==> src/rtl/cache_axi_arbiter.sv <==
// rtl/cache_axi_arbiter.sv - N-requester cache read / write-back bridge onto the simplified AXI master port.
// Optional CRITICAL_WORD_FIRST_EN: cached reads start at the requested word and wrap.
module cache_axi_arbiter #(
  parameter int ADDR_W     = 32,
  parameter int DATA_W     = 32,
  parameter int LINE_WORDS = 8,
  parameter int N_RD       = 4
) (
  input  logic                         clk,
  input  logic                         rst,
  input  logic [N_RD-1:0]              rd_req,
  input  logic [N_RD*ADDR_W-1:0]       rd_addr,
  input  logic [N_RD-1:0]              rd_uncached,
  output logic [N_RD-1:0]              rd_valid,
  output logic [LINE_WORDS*DATA_W-1:0] rd_line,
  input  logic                         wl_req,
  input  logic [ADDR_W-1:0]            wl_addr,
  input  logic [LINE_WORDS*DATA_W-1:0] wl_data,
  output logic                         wl_done,
  input  logic                         ws_req,
  input  logic [ADDR_W-1:0]            ws_addr,
  input  logic [DATA_W-1:0]            ws_data,
  output logic                         ws_done,
  output logic                         axi_ren,
  output logic [ADDR_W-1:0]            axi_raddr,
  output logic [3:0]                   axi_rlen,
  input  logic [DATA_W-1:0]            rdata_i,
  input  logic                         rvalid_i,
  output logic                         axi_wen,
  output logic [ADDR_W-1:0]            axi_waddr,
  output logic [DATA_W-1:0]            axi_wdata,
  output logic                         axi_wlast,
  output logic [3:0]                   axi_wlen,
  input  logic                         wresp_i
);
  localparam int CW = $clog2(LINE_WORDS);
  localparam int GW = (N_RD > 1) ? $clog2(N_RD) : 1;

  typedef enum logic {RD_IDLE = 1'b0, RD_BURST = 1'b1} rd_state_t;
  typedef enum logic [1:0] {WR_IDLE = 2'd0, WR_SINGLE = 2'd1, WR_LINE = 2'd2} wr_state_t;

  rd_state_t                    r_rd_state, w_rd_next;
  wr_state_t                    r_wr_state, w_wr_next;
  logic [GW-1:0]                r_grant, w_grant;
  logic                         w_any_req;
  logic [ADDR_W-1:0]            r_raddr_lat, w_gaddr;
  logic                         r_unc, w_gunc;
  logic [CW-1:0]                r_rcnt, w_widx;
  logic                         w_rd_last;
  logic [LINE_WORDS*DATA_W-1:0] r_line;
  logic [N_RD-1:0]              r_rd_valid;
  logic [CW-1:0]                r_wcnt;
  logic                         w_wcnt_last;
  logic                         r_ws_done, r_wl_done;
  logic                         w_unused;

  assign w_unused = &{1'b0, wl_addr[CW+1:0]};

  // Lowest set index wins; scanning downward leaves the smallest one last.
  always_comb begin
    w_any_req = 1'b0;
    w_grant   = '0;
    w_gaddr   = '0;
    w_gunc    = 1'b0;
    for (int i = N_RD - 1; i >= 0; i--) begin
      if (rd_req[i]) begin
        w_any_req = 1'b1;
        w_grant   = GW'(i);
        w_gaddr   = rd_addr[i*ADDR_W +: ADDR_W];
        w_gunc    = rd_uncached[i];
      end
    end
  end

`ifdef CRITICAL_WORD_FIRST_EN
  assign w_widx = r_unc ? '0 : (r_raddr_lat[CW+1:2] + r_rcnt);
`else
  assign w_widx = r_unc ? '0 : r_rcnt;
`endif
  assign w_rd_last   = r_unc || (r_rcnt == CW'(LINE_WORDS - 1));
  assign w_wcnt_last = (r_wcnt == CW'(LINE_WORDS - 1));

  always_ff @(posedge clk) begin
    if (rst) begin
      r_rd_state <= RD_IDLE;
      r_wr_state <= WR_IDLE;
    end else begin
      r_rd_state <= w_rd_next;
      r_wr_state <= w_wr_next;
    end
  end

  always_comb begin
    w_rd_next = r_rd_state;
    case (r_rd_state)
      RD_IDLE:  if (w_any_req) w_rd_next = RD_BURST;
      RD_BURST: if (rvalid_i && w_rd_last) w_rd_next = RD_IDLE;
      default:  w_rd_next = RD_IDLE;
    endcase
  end

  always_comb begin
    w_wr_next = r_wr_state;
    case (r_wr_state)
      WR_IDLE: begin
        if (ws_req)      w_wr_next = WR_SINGLE;
        else if (wl_req) w_wr_next = WR_LINE;
      end
      WR_SINGLE: if (wresp_i) w_wr_next = WR_IDLE;
      WR_LINE:   if (wresp_i && w_wcnt_last) w_wr_next = WR_IDLE;
      default:   w_wr_next = WR_IDLE;
    endcase
  end

  always_comb begin
    axi_ren   = (r_rd_state == RD_BURST);
    axi_rlen  = '0;
    axi_raddr = '0;
    if (r_rd_state == RD_BURST) begin
      axi_rlen  = r_unc ? 4'd0 : 4'(LINE_WORDS - 1);
      axi_raddr = r_unc ? r_raddr_lat : {r_raddr_lat[ADDR_W-1:CW+2], w_widx, 2'b00};
    end
  end

  always_comb begin
    axi_wen   = 1'b0;
    axi_wlen  = '0;
    axi_wlast = 1'b0;
    axi_waddr = '0;
    axi_wdata = '0;
    case (r_wr_state)
      WR_SINGLE: begin
        axi_wen   = 1'b1;
        axi_wlast = 1'b1;
        axi_waddr = ws_addr;
        axi_wdata = ws_data;
      end
      WR_LINE: begin
        axi_wen   = 1'b1;
        axi_wlen  = 4'(LINE_WORDS - 1);
        axi_wlast = w_wcnt_last;
        axi_waddr = {wl_addr[ADDR_W-1:CW+2], r_wcnt, 2'b00};
        axi_wdata = wl_data[r_wcnt*DATA_W +: DATA_W];
      end
      default: ;
    endcase
  end

  always_ff @(posedge clk) begin
    if (rst) begin
      r_grant     <= '0;
      r_raddr_lat <= '0;
      r_unc       <= 1'b0;
      r_rcnt      <= '0;
      r_line      <= '0;
      r_rd_valid  <= '0;
    end else begin
      r_rd_valid <= '0;
      if (r_rd_state == RD_IDLE) begin
        if (w_any_req) begin
          r_grant     <= w_grant;
          r_raddr_lat <= w_gaddr;
          r_unc       <= w_gunc;
          r_rcnt      <= '0;
        end
      end else if (rvalid_i) begin
        r_line[w_widx*DATA_W +: DATA_W] <= rdata_i;
        r_rcnt                          <= r_rcnt + CW'(1);
        if (w_rd_last) r_rd_valid <= N_RD'(1) << r_grant;
      end
    end
  end

  always_ff @(posedge clk) begin
    if (rst) begin
      r_wcnt    <= '0;
      r_ws_done <= 1'b0;
      r_wl_done <= 1'b0;
    end else begin
      r_ws_done <= (r_wr_state == WR_SINGLE) && wresp_i;
      r_wl_done <= (r_wr_state == WR_LINE) && wresp_i && w_wcnt_last;
      if (r_wr_state != WR_LINE) r_wcnt <= '0;
      else if (wresp_i)          r_wcnt <= r_wcnt + CW'(1);
    end
  end

  assign rd_valid = r_rd_valid;
  assign rd_line  = r_line;
  assign ws_done  = r_ws_done;
  assign wl_done  = r_wl_done;
endmodule
==> config.mk <==
export PLATFORM = sky130hd
export DESIGN_NAME = cache_axi_arbiter
export DESIGN_NICKNAME = d
export VERILOG_FILES = /design/src/rtl/cache_axi_arbiter.sv
export SDC_FILE = /design/constraint.sdc
export NUM_CORES = 1
export LEC_CHECK = 0
export CAP_MARGIN = 20
export CELL_PAD_IN_SITES_DETAIL_PLACEMENT = 1
export CELL_PAD_IN_SITES_GLOBAL_PLACEMENT = 2
export CORE_AREA = 10 10 337 339
export CTS_CLUSTER_DIAMETER = 40
export CTS_CLUSTER_SIZE = 20
export DETAILED_ROUTE_END_ITERATION = 10
export DIE_AREA = 0 0 347 349
export HOLD_SLACK_MARGIN = 0.05
export PLACE_DENSITY = 0.73
export SLEW_MARGIN = 10
export SYNTH_ARGS = -nofsm -noshare
export SYNTH_HDL_FRONTEND = slang
export SYNTH_SLANG_ARGS = --single-unit
==> constraint.sdc <==
create_clock -name clk -period 2.4 [get_ports clk]
set_input_delay 0.48 -clock clk [delete_from_list [all_inputs] [get_ports clk]]
set_output_delay 0.48 -clock clk [all_outputs]
set_load 0.02 [all_outputs]
# Word-level counts from Yosys, hierarchy flattened
# Index checks and enable logic that the tools add are counted.
[totals]
ff_bits = 306
inputBits = 526
output_inout_bits = 369
word_cells = 83
[classes]
addsub = 3
n_eq_ne = 9
n_shift = 4
n_mux = 38
bitwise_logic = 3
reduce_logical = 15
[op_table]
columns = ["op", "n"]
rows = [
  ["bitwise mux 256 bit", 1],
  ["variable shift 32 x 34 -> 256 bit, first input constant", 1],
  ["indexed part select 256 x 9 -> 32 bit", 1],
  ["indexed part select 32 x 34 -> 256 bit", 1],
  ["2-to-1 mux 32 bit", 5],
  ["case mux 32 bit (2 select lines)", 2],
  ["negator 8 -> 34 bit", 1],
  ["2-to-1 mux 3 bit", 7],
  ["2-to-1 mux 2 bit", 8],
  ["2-to-1 mux 1 bit", 11],
  ["!= test 2 bit, second input constant", 4],
  ["adder 3 x 1 -> 3 bit, second input constant", 2],
  ["== test 3 bit, second input constant", 2],
  ["case mux 2 bit (3 select lines)", 1],
  ["AND reduction 2 bit", 3],
  ["logical AND 1 bit", 5],
  ["2-to-1 mux 5 bit", 1],
  ["case mux 1 bit (2 select lines)", 2],
  ["OR reduction 2 bit", 2],
  ["OR reduction 4 bit", 1],
  ["left shift 1 x 2 -> 4 bit, first input constant", 1],
  ["!= test 3 bit, second input constant", 1],
  ["inverter 1 bit", 3],
  ["AND reduction 3 bit", 1],
  ["other kinds (5)", 5],
]

# Longest topological paths before layout
# Gate-level depths: netlist (run 1).
[depth]
word_depth = 6
mapped_depth = 10
mapped_depth_nobuf = 8

# Least setup slack after synthesis (run 1)
# Ideal clock, no wire load.
[synth_path]
kind = "flip-flop to output port"
startpoint = "register r_wr_state[0]"
endpoint = "output axi_wdata[0]"
arrival_time_ns = 1.872
required_ns = 1.920
path_slack_ns = 0.048
path_stages_with_launch = 8
n_path_buf = 1
cell_sequence = "dfxtp_1 > inv_1 > ha_1 > nor2b_1 > nand2_1 > clkbuf_1 > o22a_1 > a31oi_1"
[synth_via]
elab_chain_cells = 2
word_cells_on_any_way = 3
classes_between = "eq/ne: 2; mux: 1"
[synth_lines]
columns = ["element", "line_no", "text"]
rows = [
  ["from (decl)", "43", "wr_state_t r_wr_state, w_wr_next;"],
  ["from (signal assigned)", "89", "r_wr_state <= w_wr_next;"],
  ["== test 2 bit / == test 2 x 1 -> 1 bit (equally long branches)", "131", "case (r_wr_state)"],
  ["case mux 32 bit (2 select lines) *", "131", ""],
  ["to (decl)", "31", "output logic [DATA_W-1:0] axi_wdata,"],
]
# Mark *: on every way between the ends. The rest lies on a longest branch, timed or not.

# Worst setup path in the final report (run 1)
[layout_path]
startpoint = "register r_wr_state[0]"
endpoint = "output axi_wdata[20]"
# The elaborated chain is that of the path after synthesis.

==> flow_summary.ini, run 1 <==
[power]
seqPwrFrac = 0.271
p_sw_mw = 5.508
ir_drop_mv = 0.5749
power_frac_comb = 0.190
p_int_mw = 13.89
power_density_nw_per_um2 = 636.5
clkPwrFrac = 0.540
cellLeakagePower_nw = 10.53
swShare = 0.2840
total_power_mw = 19.40

[timing]
fmax_ghz = 0.3483
whs_ns = 0.1777
worst_pin_slew_ns = 0.6676
relSlewSlack = 0.5503
maxSlewViolCount = 0
min_period_ns = 2.871
hold_viol = 0
fin_crit_sh = 1.196
rsz0062_at_grt = yes
finalClockSkew_ns = 0.02036
setup_ws_ns = -0.4709
setup-tns-final_ns = -20.86
setup_viol = 64

[placement]
port_buffers = 887
dp_cells = 4083
dpl.hpwl_um = 102100
gp_congestion = 0.9665
dp_slack_ns = -0.6436

[run_status]
violations = setup timing
outcome = complete, but fails checks

[floorplanning]
start_util = 0.1415
coreArea_um2 = 106600
rows = 120
dieArea_um2 = 121100
fp.dieW_um = 347
io_pins = 895
die_h_um = 349

[clock_tree]
cts_tree = yes
clock-sinks = 306
clkTransAtPathRegs_ns = 0.05
clock_latency_ns = 0.63
htree_levels = 3
ctsRootBufferMaster = clkbuf_16
cts_buffers = 78
clock_path_buffers = 3

[critical_path]
critPathMaxFanout = 8
crit_path_max_incr_delay_ns = 0.32
cp_top_family = buffers and inverters
critPathBufInv = 6
required_ns = 1.92
crit_type = reg2out
slowest_stage = dfxtp_2
setup.worst_path.end_class = primary output
crit_arrival_ns = 2.39
critPathLaunchType = flip-flop
cp_cell_sequence = inv_2 -> ha_4 -> nor2b_4 -> buf_6 -> nand2b_4 -> buf_12 -> buf_6 -> o22a_1 -> a31oi_2 -> buf_4 -> buf_12

[drt]
dr.pass1.iters = 7
antenna_left = 0
drc = 0
viasPerCell = 4.445
drtIter0Drc = 1095
routedWlPerCell_um = 30.08
num_vias = 19054
routed_wl_um = 128900

[global_routing]
grt_pass1_wl_um = 170600
grt.total_usage = 0.2010
grt_pass1_vias = 20108
grt_start_max_net_pins = 116
grt-ovfl-total = 0
antenna_found_initial = 59

[logic_synthesis]
synth_cell_types = 50
synth-edff-count = 0
netlist_area_um2 = 15080
syn_avg_cell_area_um2 = 8.377
yosysWarningCount = 0
synth_mux_area_frac = 0.09368
ys.flop_type = dfxtp_1
syn_inst = 1800
synth_top_family_by_area = simple AND/OR/NAND/NOR gates
synth-simple-area-share = 0.2333
synth_seq_area_share = 0.4062
ys_seq_elements = 306
synth-compound-area-share = 0.1988
synth_fa_ha_area_frac = 0.008297
ys_async_sr_fraction = 0
synthXorXnorAreaFrac = 0.0005808

[final_layout]
syn2layout_area_growth_pct = 102.1
most-common-layout-cells = clkdlybuf4s50_1 (780), nand2_1 (332), dfxtp_1 (300)
n_fill_cell = 12340
nNetsFinal = 3324
stdcell_count = 4287
final_common_cell = clkdlybuf4s50_1
drive_gt1_frac = 0.1878

[min_path]
hp-class = in2reg

[flow_run]
max_cap_violations = 0
-- stage by stage --
stage                       util  area (um2)
after floorplan                -       15080
after global placement    0.2531       26980
after detailed placement  0.2531       26980
after CTS                 0.2840       30270
after global routing      0.2857       30460
final                     0.2859       30470
-- cells by family (layout without fill, tap and decap cells) --
logic type	after synthesis	count (layout)
AO/OA/AOI/OAI	467	467
buffers and inverters	197	1245
multiplexers	101	101
AND/OR/NAND/NOR	717	717
XOR/XNOR	1	1
adder cells (fa/ha/maj)	10	10
flip-flops	306	306
other	1	37
-- state kept, by name (all words and copies together), names as in the netlist --
signal / flops
rd_line: 256
r_raddr_lat: 32
rd_valid: 4
r_rcnt: 3
r_wcnt: 3
r_grant: 2
r_wr_state: 2
axi_ren: 1
r_unc: 1
wl_done: 1
ws_done: 1
-- power groups by stage --
stage	Combinational (mW)	Clock, mW	Sequential, mW
5_1_grt	3.86	11.0	5.26
4_1_cts	3.74	10.8	5.25
6_report	3.68	10.5	5.25
2_1_floorplan	1.08	0	5.37
3_3_place_gp	3.36	0	5.34
3_5_place_dp	3.39	0	5.34
-- final timing paths --
path / start / end / slack, ns / cells after the start
setup / recovery: r_wr_state[0] / axi_wdata[20] / -0.47 / 11
hold / removal: rst / axi_ren / 0.18 / 2
setup reg to reg: r_unc / rd_line[62] / 0.12 / 10
hold reg to reg: r_raddr_lat[12] / r_raddr_lat[12] / 0.45 / 2
-- Yosys cell counts (all sizes together) (6+ instances only) --
library cell / count / area, um2
a21oi: 203 / 1016
a221oi: 33 / 289.0
a22o: 29 / 254.0
a31oi: 32 / 200.2
and2: 30 / 187.7
and3: 6 / 37.54
buf: 73 / 417.9
clkbuf: 118 / 446.7
dfxtp: 306 / 6126
ha: 10 / 125.1
mux2i: 68 / 680.7
mux4: 32 / 720.7
nand2: 339 / 1272
nand2b: 39 / 244.0
nand3: 133 / 665.6
nand3b: 62 / 465.5
nand4: 32 / 200.2
nor2: 23 / 91.34
o21ai: 32 / 160.2
o22a: 31 / 271.5
o22ai: 33 / 206.5
o31ai: 62 / 465.5
or3: 34 / 212.7
-- area by class of cell --
cell class / count / area, um2 / share of cell area
inverter: 6 / 32.53 / 0.001068
timing repair buffer: 1098 / 11430 / 0.3750
clock buffer: 88 / 2039 / 0.06693
sequential: 306 / 6138 / 0.2014
clock inverter: 53 / 551.8 / 0.01811
multi-input combinational: 1298 / 8442 / 0.2770
antenna: 35 / 87.58 / 0.002874
tap: 1403 / 1755 / 0.05761
-- layer usage --
metal,vias to the layer above,wire (um),GRT usage
met1,9324,45940,0.2020
li1,8551,-,-
met4,8,7282,0.1117
met5,-,45,0
met3,254,11690,0.07724
met2,917,63980,0.3554
-- timing repair --
item                                    CTS  global route
gates cloned                              8             3
pin swaps                                29            33
gates resized for setup                 465            35
endpoints found under the setup margin  120           144
buffers inserted                         19             7
hold buffers                              0             0
(Power assumes the default switching activity.)
==> run 2, diff against run 1 <==
Settings changed: GPL_ROUTABILITY_DRIVEN from default to 0, SLEW_MARGIN 10 to default.
==> run 2 against run 1 <==
- the run still ends with setup timing left
- design area rose by 0.55%
- first-iteration DRC count decreased by 4.6%
- combinational power is essentially flat
- setup slack worse by 0.0080 ns
- hold slack better by 0.035 ns
- sequential power is essentially flat
- critical path depth is the same
- core utilization up 0.16 points
- register-to-register slack worse by 0.02 ns
- total power grew 2.7%
- critical path type unchanged
- critical endpoint is now axi_wdata[12]
==> flow_summary.ini, run 2 (synthesis results as in run 1) <==
[run_status]
outcome = complete, but fails checks
violations = setup timing

[final_layout]
multi_input_area_um2 = 8399
stdcell_count = 4279
drive_gt1_frac = 0.1780
syn2layout_area_growth_pct = 103.2
largest_reg_flops = 256
most-common-layout-cells = clkdlybuf4s50_1 (780), nand2_1 (336), dfxtp_1 (301)
regArea_um2 = 6140
post-route-util = 0.2874
final_common_cell = clkdlybuf4s50_1
n_fill_cell = 12320
nNetsFinal = 3315

[critical_path]
crit_arrival_ns = 2.40
r2r-end = rd_line[210]
crit_type = reg2out
setup.worst_path.end_class = primary output
crit_start = r_wr_state[0]
r2r_slack_ns = 0.10
critPathLaunchType = flip-flop
r2r_start = r_unc
critPathMaxFanout = 9
required_ns = 1.92
r2r_cells = 10
crit_end = axi_wdata[12]

[drt]
num_vias = 19042
routed_wl_um = 130600
drc = 0
antenna_left = 0
routedWlPerCell_um = 30.52
viasPerCell = 4.450
dr.pass1.iters = 5
drtIter0Drc = 1045

[floorplanning]
die_h_um = 349
io_pins = 895
rows = 120
dieArea_um2 = 121100
start_util = 0.1415
coreArea_um2 = 106600
fp.dieW_um = 347

[timing]
relSlewSlack = 0.6153
finalClockSkew_ns = 0.01726
hold_viol = 0
setup_viol = 64
setup_ws_ns = -0.4789
fin_crit_sh = 1.200
setup-tns-final_ns = -21.83
worst_pin_slew_ns = 0.5610
fmax_ghz = 0.3474
maxSlewViolCount = 0
rsz0062_at_grt = yes
min_period_ns = 2.879

[placement]
dp_slack_ns = -0.5265
dp_cells = 4063
dpl.hpwl_um = 100800
port_buffers = 887

[flow_run]
max_cap_violations = 0

[clock_tree]
clock-sinks = 306
clock_latency_ns = 0.64
cts_tree = yes
cts_buffers = 78
clkTransAtPathRegs_ns = 0.04
clock_path_buffers = 3
htree_levels = 3
ctsRootBufferMaster = clkbuf_16

[power]
power_density_nw_per_um2 = 650.0
ir_drop_mv = 0.5843
total_power_mw = 19.92
cellLeakagePower_nw = 10.59

[global_routing]
grt_pass1_wl_um = 170600
grt-ovfl-total = 0
antenna_found_initial = 65
grt.total_usage = 0.2011
grt_start_max_net_pins = 91
grt_pass1_vias = 19934

[min_path]
hp-class = in2reg
whs_path_depth = 2
[run 2: cell count changes in the layout (fill, tap and decap cells not counted), sizes merged, moves of 3 or more]
cell      delta
buf         -10
clkinv       -4
clkbuf      +12
bufinv       +3
inv         -11
clkinvlp     +3
[run 2: critical path, stage by stage, from the launching register on]
cell and delay (ns):
dfxtp_2 0.31, inv_2 0.07, ha_4 0.13, nor2b_4 0.17, buf_6 0.12, nand2b_4 0.07
buf_12 0.15, buf_6 0.12, o22a_1 0.16, a31oi_1 0.18, buf_4 0.16, buf_12 0.11
[run 2: how the worst min path moves through the flow]
stage                    startpoint              end
global route                    rst        r_rcnt[1]
floorplan           r_raddr_lat[10]  r_raddr_lat[10]
finish                          rst        r_rcnt[1]
detailed placement      rd_line[10]      rd_line[10]
CTS                             rst        r_rcnt[1]
global placement    r_raddr_lat[14]  r_raddr_lat[14]
[run 2: power breakdown]
group / leakage, nW / switching [mW] / internal [mW]
clock network: 1.31 / 3.64 / 7.34
logic: 6.80 / 1.78 / 1.91
registers: 2.48 / 0.0567 / 5.19
total: 10.6 / 5.48 / 14.4
[run 2: per-stage QoR]
step	hold slack (ns)	cell area, um2
after floorplan	0.4317	15080
after global placement	0.4373	26800
after detailed placement	0.4442	26800
after CTS	0.1534	30190
after global routing	0.1754	30630
final	0.2129	30640
[run 2: cell type report]
cell class / count / area share
flip-flops and latches: 306 / 0.2004
multi-input cells: 1298 / 0.2741
well taps: 1403 / 0.05729
clock inverters: 44 / 0.01944
inverters: 6 / 0.001062
clock buffers: 99 / 0.06995
diodes: 34 / 0.002777
repair buffers: 1089 / 0.3750
[run 2: per-layer routing]
| metal | track usage | up-vias | wire [um] | part of all wire |
|---|---|---|---|---|
| li1 | - | 8533 | - | - |
| met1 | 0.2020 | 9292 | 46370 | 0.36 |
| met2 | 0.3582 | 961 | 65450 | 0.50 |
| met3 | 0.07330 | 248 | 11500 | 0.088 |
| met4 | 0.1133 | 8 | 7214 | 0.055 |
| met5 | 0 | - | 43 | 0.00033 |
[run 2: timing repair]
item / 4_1_cts / 5_1_grt
hold buffers: 0 / 0
pin swaps: 32 / 47
setup endpoints to repair: 104 / 217
buffers inserted: 18 / 8
cloned: 12 / 5
gates resized for setup: 416 / 75
